$ cat src/rtl/hazard_detect_unit_pkg.sv
// Shared constants, stall-reason encoding and helpers for the decode-stage hazard detector.
package riscv_hazard_pkg;

    localparam int unsigned NREG   = 32;
    localparam int unsigned REG_AW = 5;

    typedef enum logic [1:0] {
        NONE      = 2'd0,
        LOAD_USE  = 2'd1,
        LOAD_FULL = 2'd2,
        MEM_BUSY  = 2'd3
    } stall_reason_e;

    function automatic logic is_x0(input logic [REG_AW-1:0] idx);
        return idx == '0;
    endfunction

endpackage

$ cat src/rtl/hazard_detect_unit_if.sv
// ID/WB-side signal bundle between the pipeline and the hazard detector.
interface hazard_detect_unit_if #(
    parameter int unsigned NREG   = 32,
    parameter int unsigned REG_AW = 5,
    parameter int unsigned CNT_W  = 2
);
    import riscv_hazard_pkg::*;

    logic              id_valid;
    logic [REG_AW-1:0] id_rs1;
    logic [REG_AW-1:0] id_rs2;
    logic              id_rs1_used;
    logic              id_rs2_used;
    logic              id_is_load;
    logic [REG_AW-1:0] id_rd;
    logic              stall;
    logic              flush;
    logic              wb_load_done;
    logic [REG_AW-1:0] wb_rd;
    logic              mem_busy;
    logic              stall_req;
    logic [NREG-1:0]   pend_map;
    logic [CNT_W-1:0]  load_cnt;

    modport master (
        output id_valid, id_rs1, id_rs2, id_rs1_used, id_rs2_used, id_is_load, id_rd,
        output stall, flush, wb_load_done, wb_rd, mem_busy,
        input  stall_req, pend_map, load_cnt
    );

    modport slave (
        input  id_valid, id_rs1, id_rs2, id_rs1_used, id_rs2_used, id_is_load, id_rd,
        input  stall, flush, wb_load_done, wb_rd, mem_busy,
        output stall_req, pend_map, load_cnt
    );

endinterface

$ cat src/rtl/hazard_detect_unit_load_scoreboard.sv
// Pending-load register bitmap and in-flight counter with set/clear/kill arbitration.
module load_scoreboard #(
    parameter int unsigned NREG      = 32,
    parameter int unsigned REG_AW    = 5,
    parameter int unsigned MAX_LOADS = 2,
    parameter int unsigned CNT_W     = 2
) (
    input  logic              clk,
    input  logic              rst,
    input  logic              set_en,
    input  logic [REG_AW-1:0] set_idx,
    input  logic              clr_en,
    input  logic [REG_AW-1:0] clr_idx,
    input  logic              kill_en,
    input  logic [REG_AW-1:0] kill_idx,
    input  logic [REG_AW-1:0] rd_idx_a,
    input  logic [REG_AW-1:0] rd_idx_b,
    output logic              pend_a,
    output logic              pend_b,
    output logic [NREG-1:0]   pend_map,
    output logic [CNT_W-1:0]  load_cnt
);
    import riscv_hazard_pkg::*;

    logic [NREG-1:0] map_next;
    logic [CNT_W:0]  cnt_next;

    function automatic logic is_pending(input logic [REG_AW-1:0] idx);
        return pend_map[idx];
    endfunction

    assign pend_a = is_pending(rd_idx_a);
    assign pend_b = is_pending(rd_idx_b);

    // Clears are applied before the set so a same-cycle reissue keeps the bit pending.
    always_comb begin
        map_next = pend_map;
        if (clr_en)
            map_next[clr_idx] = 1'b0;
        if (kill_en)
            map_next[kill_idx] = 1'b0;
        if (set_en && !is_x0(set_idx))
            map_next[set_idx] = 1'b1;
        map_next[0] = 1'b0;
    end

    always_comb begin
        cnt_next = {1'b0, load_cnt}
                 + {{CNT_W{1'b0}}, set_en}
                 - {{CNT_W{1'b0}}, clr_en}
                 - {{CNT_W{1'b0}}, kill_en};
    end

    always_ff @(posedge clk) begin
        if (rst) begin
            pend_map <= '0;
            load_cnt <= '0;
        end else begin
            pend_map <= map_next;
            load_cnt <= cnt_next[CNT_W-1:0];
        end
    end

    // An underflow wraps into the extra bit, so one bound covers both directions.
    a_cnt_range: assert property (@(posedge clk) disable iff (rst)
        cnt_next <= (CNT_W+1)'(MAX_LOADS));

endmodule

$ cat src/rtl/hazard_detect_unit.sv
// Decode-stage load-use hazard detector; define HAZARD_STATS_EN to add stall statistics outputs.
module hazard_detect_unit #(
    parameter int unsigned NREG      = riscv_hazard_pkg::NREG,
    parameter int unsigned REG_AW    = riscv_hazard_pkg::REG_AW,
    parameter int unsigned MAX_LOADS = 2,
    parameter int unsigned CNT_W     = 2
) (
    input  logic                 clk,
    input  logic                 rst,
    hazard_detect_unit_if.slave  hif
`ifdef HAZARD_STATS_EN
    ,
    output logic [31:0]          stall_cycles,
    output logic [15:0]          load_use_cnt
`endif
);
    import riscv_hazard_pkg::*;

    logic              id_fire;
    logic              set_ev;
    logic              clr_ev;
    logic              kill_ev;
    logic              ex_load_v;
    logic [REG_AW-1:0] ex_load_rd;
    logic              pend_rs1;
    logic              pend_rs2;
    logic              hazard_rs1;
    logic              hazard_rs2;
    logic              load_full;

    assign id_fire = hif.id_valid & ~hif.stall & ~hif.flush;
    assign set_ev  = id_fire & hif.id_is_load & ~is_x0(hif.id_rd);
    assign clr_ev  = hif.wb_load_done & ~is_x0(hif.wb_rd);
    assign kill_ev = hif.flush & ex_load_v;

    always_ff @(posedge clk) begin
        if (rst) begin
            ex_load_v  <= 1'b0;
            ex_load_rd <= '0;
        end else begin
            ex_load_v <= set_ev;
            if (set_ev)
                ex_load_rd <= hif.id_rd;
        end
    end

    load_scoreboard #(
        .NREG      (NREG),
        .REG_AW    (REG_AW),
        .MAX_LOADS (MAX_LOADS),
        .CNT_W     (CNT_W)
    ) u_sb (
        .clk      (clk),
        .rst      (rst),
        .set_en   (set_ev),
        .set_idx  (hif.id_rd),
        .clr_en   (clr_ev),
        .clr_idx  (hif.wb_rd),
        .kill_en  (kill_ev),
        .kill_idx (ex_load_rd),
        .rd_idx_a (hif.id_rs1),
        .rd_idx_b (hif.id_rs2),
        .pend_a   (pend_rs1),
        .pend_b   (pend_rs2),
        .pend_map (hif.pend_map),
        .load_cnt (hif.load_cnt)
    );

    // A register being written back this cycle is readable through the register file.
    assign hazard_rs1 = pend_rs1 & hif.id_rs1_used & ~is_x0(hif.id_rs1)
                      & ~(hif.wb_load_done & (hif.wb_rd == hif.id_rs1));
    assign hazard_rs2 = pend_rs2 & hif.id_rs2_used & ~is_x0(hif.id_rs2)
                      & ~(hif.wb_load_done & (hif.wb_rd == hif.id_rs2));
    assign load_full  = hif.id_is_load & (hif.load_cnt == CNT_W'(MAX_LOADS));

    assign hif.stall_req = ~rst & hif.id_valid & ~hif.flush
                         & (hazard_rs1 | hazard_rs2 | load_full | hif.mem_busy);

`ifdef HAZARD_STATS_EN
    stall_reason_e reason;

    always_comb begin
        reason = NONE;
        if (hif.stall_req) begin
            if (hazard_rs1 | hazard_rs2)
                reason = LOAD_USE;
            else if (load_full)
                reason = LOAD_FULL;
            else
                reason = MEM_BUSY;
        end
    end

    always_ff @(posedge clk) begin
        if (rst) begin
            stall_cycles <= '0;
            load_use_cnt <= '0;
        end else begin
            if (hif.stall_req && stall_cycles != '1)
                stall_cycles <= stall_cycles + 32'd1;
            if (reason == LOAD_USE && load_use_cnt != '1)
                load_use_cnt <= load_use_cnt + 16'd1;
        end
    end
`endif

endmodule

$ cat src/flat_wrapper.sv
// flat-port wrapper written by rule: the top's interface ports become plain ports
module hazard_detect_unit_flat import riscv_hazard_pkg::*;
#(
    parameter int unsigned NREG      = riscv_hazard_pkg::NREG,
    parameter int unsigned REG_AW    = riscv_hazard_pkg::REG_AW,
    parameter int unsigned MAX_LOADS = 2,
    parameter int unsigned CNT_W     = 2
)
  (clk, rst, hif_id_valid, hif_id_rs1, hif_id_rs2, hif_id_rs1_used, hif_id_rs2_used, hif_id_is_load, hif_id_rd, hif_stall, hif_flush, hif_wb_load_done, hif_wb_rd, hif_mem_busy, hif_stall_req, hif_pend_map, hif_load_cnt);
  hazard_detect_unit_if #(.NREG(NREG), .REG_AW(REG_AW), .CNT_W(CNT_W)) hif_i ();
  input  logic clk;
  input  logic rst;
  input wire logic [$bits(hif_i.id_valid)-1:0] hif_id_valid;
  input wire logic [$bits(hif_i.id_rs1)-1:0] hif_id_rs1;
  input wire logic [$bits(hif_i.id_rs2)-1:0] hif_id_rs2;
  input wire logic [$bits(hif_i.id_rs1_used)-1:0] hif_id_rs1_used;
  input wire logic [$bits(hif_i.id_rs2_used)-1:0] hif_id_rs2_used;
  input wire logic [$bits(hif_i.id_is_load)-1:0] hif_id_is_load;
  input wire logic [$bits(hif_i.id_rd)-1:0] hif_id_rd;
  input wire logic [$bits(hif_i.stall)-1:0] hif_stall;
  input wire logic [$bits(hif_i.flush)-1:0] hif_flush;
  input wire logic [$bits(hif_i.wb_load_done)-1:0] hif_wb_load_done;
  input wire logic [$bits(hif_i.wb_rd)-1:0] hif_wb_rd;
  input wire logic [$bits(hif_i.mem_busy)-1:0] hif_mem_busy;
  output wire logic [$bits(hif_i.stall_req)-1:0] hif_stall_req;
  output wire logic [$bits(hif_i.pend_map)-1:0] hif_pend_map;
  output wire logic [$bits(hif_i.load_cnt)-1:0] hif_load_cnt;
  assign hif_i.id_valid = hif_id_valid;
  assign hif_i.id_rs1 = hif_id_rs1;
  assign hif_i.id_rs2 = hif_id_rs2;
  assign hif_i.id_rs1_used = hif_id_rs1_used;
  assign hif_i.id_rs2_used = hif_id_rs2_used;
  assign hif_i.id_is_load = hif_id_is_load;
  assign hif_i.id_rd = hif_id_rd;
  assign hif_i.stall = hif_stall;
  assign hif_i.flush = hif_flush;
  assign hif_i.wb_load_done = hif_wb_load_done;
  assign hif_i.wb_rd = hif_wb_rd;
  assign hif_i.mem_busy = hif_mem_busy;
  assign hif_stall_req = hif_i.stall_req;
  assign hif_pend_map = hif_i.pend_map;
  assign hif_load_cnt = hif_i.load_cnt;
  hazard_detect_unit #(.NREG(NREG), .REG_AW(REG_AW), .MAX_LOADS(MAX_LOADS), .CNT_W(CNT_W)) u_core (.clk(clk), .rst(rst), .hif(hif_i));
endmodule
$ cat config.mk
export PLATFORM = sky130hd
export DESIGN_NAME = hazard_detect_unit_flat
export DESIGN_NICKNAME = d
export VERILOG_FILES = /design/src/rtl/hazard_detect_unit_pkg.sv /design/src/rtl/hazard_detect_unit_if.sv /design/src/rtl/hazard_detect_unit_load_scoreboard.sv /design/src/rtl/hazard_detect_unit.sv /design/src/flat_wrapper.sv
export SDC_FILE = /design/constraint.sdc
export NUM_CORES = 1
export LEC_CHECK = 0
export CORE_MARGIN = 4
export CORE_UTILIZATION = 25
export DETAILED_ROUTE_END_ITERATION = 7
export GPL_ROUTABILITY_DRIVEN = 0
export PLACE_DENSITY_LB_ADDON = 0.08
export SKIP_CTS_REPAIR_TIMING = 1
export SYNTH_ARGS = -nofsm -noshare
export SYNTH_HDL_FRONTEND = slang
export SYNTH_SLANG_ARGS = --single-unit
$ cat constraint.sdc
create_clock -name clk -period 2.9 [get_ports clk]
set_input_delay 0.29 -clock clk [delete_from_list [all_inputs] [get_ports clk]]
set_output_delay 0.29 -clock clk [all_outputs]
set_load 0.03 [all_outputs]
**Yosys cells after proc, flatten, opt, wreduce, memory -nomap -nowiden**

Index checks and enable logic that the tools add are counted.

- Bits of input ports: 30
- Output and inout bits: 35
- Logic and storage cells: 76
- Memory bits (read-only): 0
- Memories kept: 0
- Bits in latches: 0
- RAM bits: 0
- Register bits after elaboration: 40

- Bitwise gates (word level): 35
- Reductions and logical operators: 9
- Divide/modulo/power cells: 0
- Add/subtract/negate cells: 3
- $lt $le $gt $ge: 8
- Muxes and demuxes: 13
- Multiply operators: 0
- Shift operators: 0
- Equality and inequality tests: 3

Operators with widths:

| kind | number |
|---|---|
| $mux W32 | 3 |
| $and A32 B32 Y32 | 2 |
| $not A32 Y32 | 2 |
| $or A32 B32 Y32 | 1 |
| $lt A5 B6 Y1 const B | 5 |
| $logic_not A5 Y1 | 4 |
| $and A1 B1 Y1 | 18 |
| $demux W1 S5 | 3 |
| $ge A5 B1 Y1 const B | 3 |
| $bmux W1 S5 | 2 |
| $eq A5 B5 Y1 | 2 |
| $not A1 Y1 | 9 |
| $mux W1 | 5 |
| $logic_and A1 B1 Y1 | 4 |
| $sub A2 B1 Y2 | 2 |
| $or A1 B1 Y1 | 3 |
| $add A2 B1 Y2 | 1 |
| $eq A2 B2 Y1 const B | 1 |
| $logic_not A1 Y1 | 1 |

**Depth between registers and ports, before layout**

Gate-level depths: netlist of run 1.

- Word-level depth: 11
- Gate-level depth with buffers: 9
- Depth with buffers taken out: 8

**Hierarchy**

Synthesis of run 1 repeated with hierarchy kept, for this count alone.

- Cells, all modules: 311
- Area, all modules: 2676.3 sq um

Modules (own cells, without submodules):

| module | area each (sq um) | cells each | seq. area each (sq um) | instances |
|---|---|---|---|---|
| load_scoreboard | 2260.9 | 262 | 660.6 | 1 |
| hazard_detect_unit | 415.4 | 49 | 120.1 | 1 |

**Worst setup path after synthesis of run 1**

Ideal clock, no wire load.

- Path type: input to register
- From: in hif_wb_rd[2]
- To: reg u_core.u_sb.load_cnt[1]
- Cell stages on the path: 9
- Arrival: 2.153 ns
- Buffers on the path: 1
- Required time: 2.772 ns
- Path slack: 0.619 ns
- Path through: buf_2 > or3_1 > o31a_1 > fa_1 > inv_1 > ha_1 > xor2_1 > xnor2_1 > nor2_1

- Longest elaborated chain between the ends: 5

Ends and longest elaborated chain:

| what | RTL line | RTL |
|---|---|---|
| start: declaration | flat_wrapper.sv:23 | `input wire logic [$bits(hif_i.wb_rd)-1:0] hif_wb_rd;` |
| $logic_not A5 Y1 | hazard_detect_unit_pkg.sv:15 | `return idx == '0;` |
| $not A1 Y1 | hazard_detect_unit.sv:33 | `assign clr_ev = hif.wb_load_done & ~is_x0(hif.wb_rd);` |
| $and A1 B1 Y1 | hazard_detect_unit.sv:33 |  |
| $sub A2 B1 Y2 | hazard_detect_unit_load_scoreboard.sv:50 | `- {{CNT_W{1'b0}}, clr_en}` |
| $sub A2 B1 Y2 | hazard_detect_unit_load_scoreboard.sv:51 | `- {{CNT_W{1'b0}}, kill_en};` |
| end signal: assignment | hazard_detect_unit_load_scoreboard.sv:60 | `load_cnt <= cnt_next[CNT_W-1:0];` |
| end: declaration | hazard_detect_unit_load_scoreboard.sv:21 | `output logic [CNT_W-1:0] load_cnt` |

Every way passes these cells.
A chain may end at the register's enable or synchronous reset.

**Worst setup path in the final report of run 1**

- From: in hif_id_rs1[2]
- To: out hif_stall_req

- Longest elaborated chain between the ends: 9
- Elaborated cells on any way between the ends: 14
- Classes of those cells: 1 x eq/ne; 2 x mux; 10 x bitwise; 1 x reduce/logical

Ends and longest elaborated chain:

| what | RTL line | RTL |
|---|---|---|
| start: declaration | flat_wrapper.sv:14 | `input wire logic [$bits(hif_i.id_rs1)-1:0] hif_id_rs1;` |
| $bmux W1 S5 | hazard_detect_unit_load_scoreboard.sv:29 | `return pend_map[idx];` |
| $mux W1 (implied by the code) | hazard_detect_unit_load_scoreboard.sv:29 |  |
| $and A1 B1 Y1 (2 in series) | hazard_detect_unit.sv:70 | `assign hazard_rs1 = pend_rs1 & hif.id_rs1_used & ~is_x0(hif.id_rs1)` |
| $and A1 B1 Y1 (*) | hazard_detect_unit.sv:71 | `& ~(hif.wb_load_done & (hif.wb_rd == hif.id_rs1));` |
| $or A1 B1 Y1 (*) (3 in series) | hazard_detect_unit.sv:77 | `& (hazard_rs1 \| hazard_rs2 \| load_full \| hif.mem_busy);` |
| $and A1 B1 Y1 (*) | hazard_detect_unit.sv:77 |  |
| end: declaration | flat_wrapper.sv:25 | `output wire logic [$bits(hif_i.stall_req)-1:0] hif_stall_req;` |

Every way passes the cells marked *; elsewhere a longest branch is shown, timed or not. The select of a mux whose other input is x is not followed.

==> impl_metrics.csv, run 1 <==
group,metric,value,unit
drt,wl_per_cell,20.50,um
min_path,hp-class,"flip-flop to flip-flop",
clock_network,clk_pin_slew_worst_paths,0.07,ns
power,pwr-share-comb,19.6,%
logic_synthesis,synth_seq_cells,39,
sta,tightest_slew,0.5327,ns
min_path,hp-start,"u_core.ex_load_rd[0]",
sta,rsz0062_at_grt,"false",
sta,post-route-period-util,87.39,%
min_path,worstHoldEndpoint,"u_core.ex_load_rd[0]",
sta,fin_crit,2.534,ns
drt,drc,0,
logic_synthesis,synth.top_cell.area_share,29.30,%
placement,placed_area,0.003433,mm^2
sta,slew_violations,0,
critical_path,cp-start-kind,"input port",
critical_path,r2r-start,"u_core.ex_load_v",
floorplanning,die_w,111.3,um
power,swShare,27.91,%
sta,hold_violations,0,
placement,pre_cts_ws,0.1992,ns
sta,fin_ws,0.3656,ns
logic_synthesis,synth_cell_type_count,50,
sta,finalSetupViolCount,0,
power,power,1153,uW
layout,area_delta_synth_final,32.11,%
power,p_seq_share,47.8,%
clock_network,cts_tree,"built",
grt,grt.met2_usage,26.14,%
logic_synthesis,syn_nets,342,
sta,skew,0.007325,ns
floorplanning,die_height,111.3,um
grt,busiest_layer,"met2",
drt,firstDrtPassIters,4,
logic_synthesis,synth_cells,310,
power,vdd_drop_max,0.0001782,V
layout,antenna_cells,0,
floorplanning,start_util,25.70,%
grt,grt_max_degree,41,
layout,drive_gt1_share,12.16,%
layout,utilization,33.95,%
logic_synthesis,syn_area_per_cell,8.597,um^2
power,p_sw,321.6,uW
layout,layout.nets,402,
critical_path,crit_path_end_kind,"output port",
logic_synthesis,yosysTopAreaCell,"dfxtp_1",
run_status,status,"finished clean",
logic_synthesis,ys_top_cells_by_area,"dfxtp_1 (29%), o221ai_1 (10%), mux4_2 (7.6%), nand2_1 (5.6%), a21oi_1 (5.4%)",
clock_network,cts.sinks,39,
floorplanning,ios,65,
floorplanning,placementRows,37,
sta,fin_setup_tns,0,ns
sta,relSlewSlack,64.41,%
grt,grt_pass1_wl,15900,um
drt,vias,2677,
placement,port_buffers,63,
critical_path,r2r_cells,8,
floorplanning,core_area,0.01037,mm^2
clock_network,clockBufferDepth,2,
logic_synthesis,synth_most_common_cell,"nand2_1",
grt,use_met3,2.347,%
clock_network,worstSkewPairLatency,0.29,ns
flow_run,maxCapViolCount,0,
drt,finalWirelength,10370,um
power,p_int,830.9,uW
power,clock_power_share,32.6,%
clock_network,root_buffer,"clkbuf_8",
critical_path,crit_type,"input port to output port",
logic_synthesis,synth_edf_count,0,
grt,grt_usage,16.26,%
grt,grt_antenna_before_repair,0,
drt,drtIter0Drc,201,
power,p_leak,0.001163,uW
clock_network,htreeDepth,2,
layout,nFillCells,1113,
grt,grt_overflow_total,0,
critical_path,critPathRequiredTime,2.61,ns
placement,dp_hpwl,7782,um
power,power_density,327.3,mW/mm^2
critical_path,worstReg2RegEnd,"u_core.u_sb.load_cnt[1]",
sta,fmax,394.6,MHz
logic_synthesis,syn_area,0.002665,mm^2
drt,ant_nets,0,
min_path,min_path_cells,2,
clock_network,numCtsBuffers,5,
layout,stdcell_area,0.003521,mm^2
logic_synthesis,synth_commonest_cells,"nand2_1 (40), dfxtp_1 (39), o221ai_1 (31)",
grt,grt_use_met1,23.26,%
grt,grt_pass1_vias,2663,
critical_path,reg2reg_slack,1.26,ns
critical_path,critical_path_arrival,2.24,ns
drt,drt-vias-per-instance,5.291,
critical_path,crit_fanout,14,
logic_synthesis,ys_seq_area_share,29.30,%
logic_synthesis,synthFlopType,"dfxtp_1",
logic_synthesis,yosys_warnings,0,
floorplanning,dieArea,0.01238,mm^2
logic_synthesis,ys_async_sr_fraction,0,%
## state kept, by name (all words and copies together) (netlist names)
name and cells:
u_core.u_sb.load_cnt 2, u_core.u_sb.pend_map 31, u_core.ex_load_v 1, u_core.ex_load_rd 5
## placed cells by master, fill, tap and decap left out, types with 6 or more instances in the layout
cell type / n
clkdlybuf4s50_1: 62
nand2_1: 40
dfxtp_1: 39
o221ai_1: 31
a21oi_1: 29
buf_4: 18
nor2b_1: 16
nor2_1: 14
nand3b_1: 12
nand3_1: 12
o21ai_0: 10
mux4_2: 9
xor2_1: 9
mux2_2: 6
clkbuf_8: 6
## through the flow
step | cells | hold WS (ns)
2_1_floorplan | 310 | 0.4260
3_3_place_gp | 499 | 0.4865
3_5_place_dp | 499 | 0.4948
4_1_cts | 506 | 0.5055
5_1_grt | 506 | 0.5287
6_report | 506 | 0.5020
## cell type report
cell class	count	area, um^2	area share, %
Clock buffer	6	82.58	2.345
Inverter	4	15.01	0.4264
Sequential cell	39	780.7	22.17
Clock inverter	1	5.005	0.1421
Tap cell	136	170.2	4.833
Multi-Input combinational cell	240	1712	48.61
Timing Repair Buffer	80	755.7	21.46
## cells by family after synthesis
logic type,Yosys count,synth area share [%]
other,1,0.1407
multiplexers,21,13.61
XOR/XNOR,12,3.944
AO/OA/AOI/OAI,81,20.94
adder cells (fa/ha/maj),2,1.221
AND/OR/NAND/NOR,123,24.37
buffers and inverters,31,6.479
flip-flops,39,29.30
## power groups by stage
| stage | clock [uW] | combinational (uW) | sequential (uW) |
|---|---|---|---|
| global route | 409 | 243 | 552 |
| finish | 376 | 226 | 551 |
| detailed placement | 0 | 225 | 563 |
| floorplan | 0 | 122 | 571 |
| global placement | 0 | 225 | 564 |
| CTS | 391 | 226 | 551 |
## per-layer routing
| metal | vias up | part of all wire (%) |
|---|---|---|
| li1 | 1286 | - |
| met1 | 1298 | 47 |
| met2 | 87 | 47 |
| met3 | 6 | 4.9 |
| met4 | 0 | 0.82 |
| met5 | - | 0 |
## worst max path at each step
stage,end,startpoint,slack [ns],cells after the start
floorplan,u_core.u_sb.load_cnt[1],hif_wb_rd[2],0.62,9
global placement,u_core.u_sb.load_cnt[1],hif_wb_rd[2],0.20,9
detailed placement,u_core.u_sb.load_cnt[1],hif_wb_rd[2],0.20,9
CTS,hif_stall_req,hif_id_rs1[2],0.34,8
global route,hif_stall_req,hif_id_rs1[2],0.26,8
finish,hif_stall_req,hif_id_rs1[2],0.37,8
## worst max-delay path, stage by stage
cell and delay [ns]:
clkdlybuf4s50_1 0.45, buf_4 0.23, mux2i_1 0.10, mux2_2 0.27, o2111a_1 0.25, o41a_1 0.32, o22ai_1 0.16, buf_4 0.18
Power figures use the tool's default switching activity.
==> inputs of run 2 (changes only) <==
- CTS_BUF_LIST: unset -> sky130_fd_sc_hd__clkbuf_8 sky130_fd_sc_hd__clkbuf_16
==> results of run 2 <==
No change in the layout: final DEF, timing and power equal those of run 1.
==> inputs of run 3 (changes only) <==
- ABC_AREA: unset -> 1
==> impl_metrics.csv, run 3 <==
group,metric,value,unit
run_status,status,"finished clean",
flow_run,maxCapViolCount,0,
grt,grt_antenna_before_repair,0,
sta,fin_hold_ws,0.5212,ns
logic_synthesis,synthFlopType,"dfxtp_1",
layout,layoutNonFillerInstCount,688,
sta,fin_setup_tns,0,ns
critical_path,cpMostUsedCell,"nand2_1",
floorplanning,die_w,115.4,um
power,power_density,403.1,mW/mm^2
logic_synthesis,ys_top_cells_by_area,"dfxtp_1 (27%), nand2_1 (16%), inv_1 (11%), nand3_1 (8.7%), a21oi_1 (8.0%)",
grt,grt_usage,18.17,%
min_path,worstHoldEndpoint,"u_core.ex_load_rd[1]",
sta,fin_crit,2.494,ns
layout,drive_gt1_share,6.022,%
logic_synthesis,syn_nets,513,
grt,use_met3,2.947,%
floorplanning,ios,65,
clock_network,worstSkewPairLatency,0.29,ns
sta,slew_violations,0,
critical_path,critical_path_arrival,2.20,ns
clock_network,numCtsBuffers,5,
logic_synthesis,ys_seq_area_share,27.10,%
critical_path,cp_cell_sequence,"clkdlybuf4s50_1, buf_4, nand2_1, nand3_1, nand3_1, nand2_1, nor2_1, nand2_1, nand3_1, nand2_1, nor2_1, nor2_1, buf_4",
floorplanning,dieArea,0.01331,mm^2
floorplanning,core_area,0.01108,mm^2
logic_synthesis,synth_seq_cells,39,
logic_synthesis,syn_area_per_cell,5.991,um^2
logic_synthesis,synth_cells,481,
grt,grt_overflow_total,0,
layout,layout_commonest_cell,"nand2_1",
clock_network,cts_tree,"built",
grt,busiest_layer,"met2",
critical_path,worstPathBufferInverterCount,3,
clock_network,htreeDepth,2,
critical_path,crit_path_end_kind,"output port",
sta,relSlewSlack,53.79,%
drt,firstDrtPassIters,5,
power,p_leak,0.001577,uW
min_path,min_path_cells,2,
drt,drc,0,
clock_network,clk_pin_slew_worst_paths,0.06,ns
clock_network,clockBufferDepth,2,
logic_synthesis,synth.top_cell.area_share,27.10,%
sta,post-route-period-util,86.00,%
logic_synthesis,synth_most_common_cell,"nand2_1",
grt,grt_pass1_wl,18290,um
logic_synthesis,synth_commonest_cells,"nand2_1 (120), inv_1 (85), nand3_1 (50)",
logic_synthesis,syn_area,0.002882,mm^2
logic_synthesis,synth_edf_count,0,
drt,drt-vias-per-instance,5.020,
logic_synthesis,synth_cell_type_count,33,
placement,port_buffers,63,
critical_path,crit_fanout,13,
sta,hold_violations,0,
sta,rsz0062_at_grt,"false",
grt,grt_pass1_vias,3247,
layout,final_cell_mix,"nand2_1 (120), inv_1 (85), clkdlybuf4s50_1 (62)",
placement,dp.cells,680,
clock_network,root_buffer,"clkbuf_16",
floorplanning,start_util,26.01,%
logic_synthesis,yosys_warnings,0,
sta,skew,0.005840,ns
critical_path,r2r-start,"u_core.ex_load_v",
grt,grt_max_degree,24,
floorplanning,die_height,115.4,um
floorplanning,placementRows,38,
critical_path,cp-start-kind,"input port",
layout,layout.nets,579,
layout,regMostFlops,"u_core.u_sb.pend_map",
min_path,hp-start,"u_core.ex_load_rd[1]",
sta,fmax,401.0,MHz
grt,grt.met2_usage,29.13,%
drt,vias,3454,
sta,tightest_slew,0.6878,ns
logic_synthesis,ys_async_sr_fraction,0,%
critical_path,r2r_cells,8,
layout,antenna_cells,0,
min_path,hp-class,"flip-flop to flip-flop",
layout,area_delta_synth_final,33.96,%
drt,drtIter0Drc,311,
placement,dp_hpwl,9724,um
sta,finalSetupViolCount,0,
critical_path,critPathRequiredTime,2.61,ns
critical_path,path_delay_family,"buffers and inverters",
critical_path,crit_type,"input port to output port",
clock_network,cts.sinks,39,
power,vdd_drop_max,0.0002008,V
drt,wl_per_cell,17.60,um
critical_path,worstReg2RegEnd,"u_core.u_sb.load_cnt[1]",
layout,largest_registers,"u_core.u_sb.pend_map (31), u_core.ex_load_rd (5), u_core.u_sb.load_cnt (2)",
critical_path,max_stage_delay,0.64,ns
logic_synthesis,yosysTopAreaCell,"dfxtp_1",
drt,finalWirelength,12110,um
critical_path,reg2reg_slack,1.22,ns
drt,ant_nets,0,
layout,largest_reg_flops,31,
grt,grt_use_met1,25.51,%
critical_path,cp_slowest_cell,"clkdlybuf4s50_1",
## run 3: cell count changes in the layout (fill, tap and decap cells not counted), moves of 9 or more
cell / before / now
o21ai_0: 10 / 28
mux4_2: 9 / 0
nor3_1: 3 / 24
a21oi_1: 29 / 46
nand3_1: 12 / 50
nor2b_1: 16 / 0
nand2_1: 40 / 120
o221ai_1: 31 / 12
inv_1: 4 / 85
nand3b_1: 12 / 1
## run 3: worst max-delay path by stage
stage / start / end / slack, ns / depth (start not counted)
finish: hif_id_rs1[0] / hif_stall_req / 0.41 / 13
global route: hif_id_rs1[0] / hif_stall_req / 0.27 / 13
CTS: hif_id_rs1[0] / hif_stall_req / 0.42 / 13
detailed placement: hif_wb_rd[4] / u_core.u_sb.load_cnt[1] / 0.42 / 11
global placement: hif_wb_rd[2] / u_core.u_sb.load_cnt[1] / 0.38 / 11
floorplan: hif_wb_rd[2] / u_core.u_sb.load_cnt[1] / 0.82 / 11
## run 3: tightest hold or removal path, cell delays in order (launching register included)
cell,delay [ns]
dfxtp_1,0.32
inv_1,0.09
a21oi_1,0.07
## run 3: cell type report
| class | count | area [um^2] |
|---|---|---|
| repair buffers | 75 | 718.2 |
| clock inverters | 3 | 67.56 |
| multi-input cells | 336 | 1650 |
| clock buffers | 5 | 125.1 |
| fillers | 1264 | 7218 |
| flip-flops and latches | 39 | 780.7 |
| well taps | 140 | 175.2 |
| inverters | 90 | 342.8 |
## run 3: kinds of logic (layout without fill, tap and decap cells)
logic type / count (synthesis) / after routing / synth area share, %
flops: 39 / 39 / 27.10
buf+inv: 106 / 173 / 15.63
simple gates: 225 / 225 / 33.78
other cells: 1 / 1 / 0.1301
compound gates: 105 / 105 / 21.32
fa+ha+maj: 2 / 2 / 1.129
xor+xnor: 3 / 3 / 0.9120
## run 3: metrics by stage
step	cell area, um^2	total power [uW]	util, %	setup slack, ns
floorplan	2882	721.4	-	0.8203
global placement	3667	834.3	33.10	0.3818
detailed placement	3667	834.4	33.10	0.4156
CTS	3860	1563	34.84	0.4173
global route	3860	1606	34.84	0.2741
finish	3860	1556	34.84	0.4060
## run 3: routing by layer
metal	part of all wire (%)	wire length [um]	vias to the layer above
li1	-	-	1718
met1	46	5628	1578
met2	45	5433	141
met3	6.7	810	17
met4	2.0	238	0
met5	0	0	-
## run 3: power breakdown
group	internal (uW)	total, uW	switching [uW]
clock	493	730	237
combinational	105	277	172
sequential	543	549	5.70
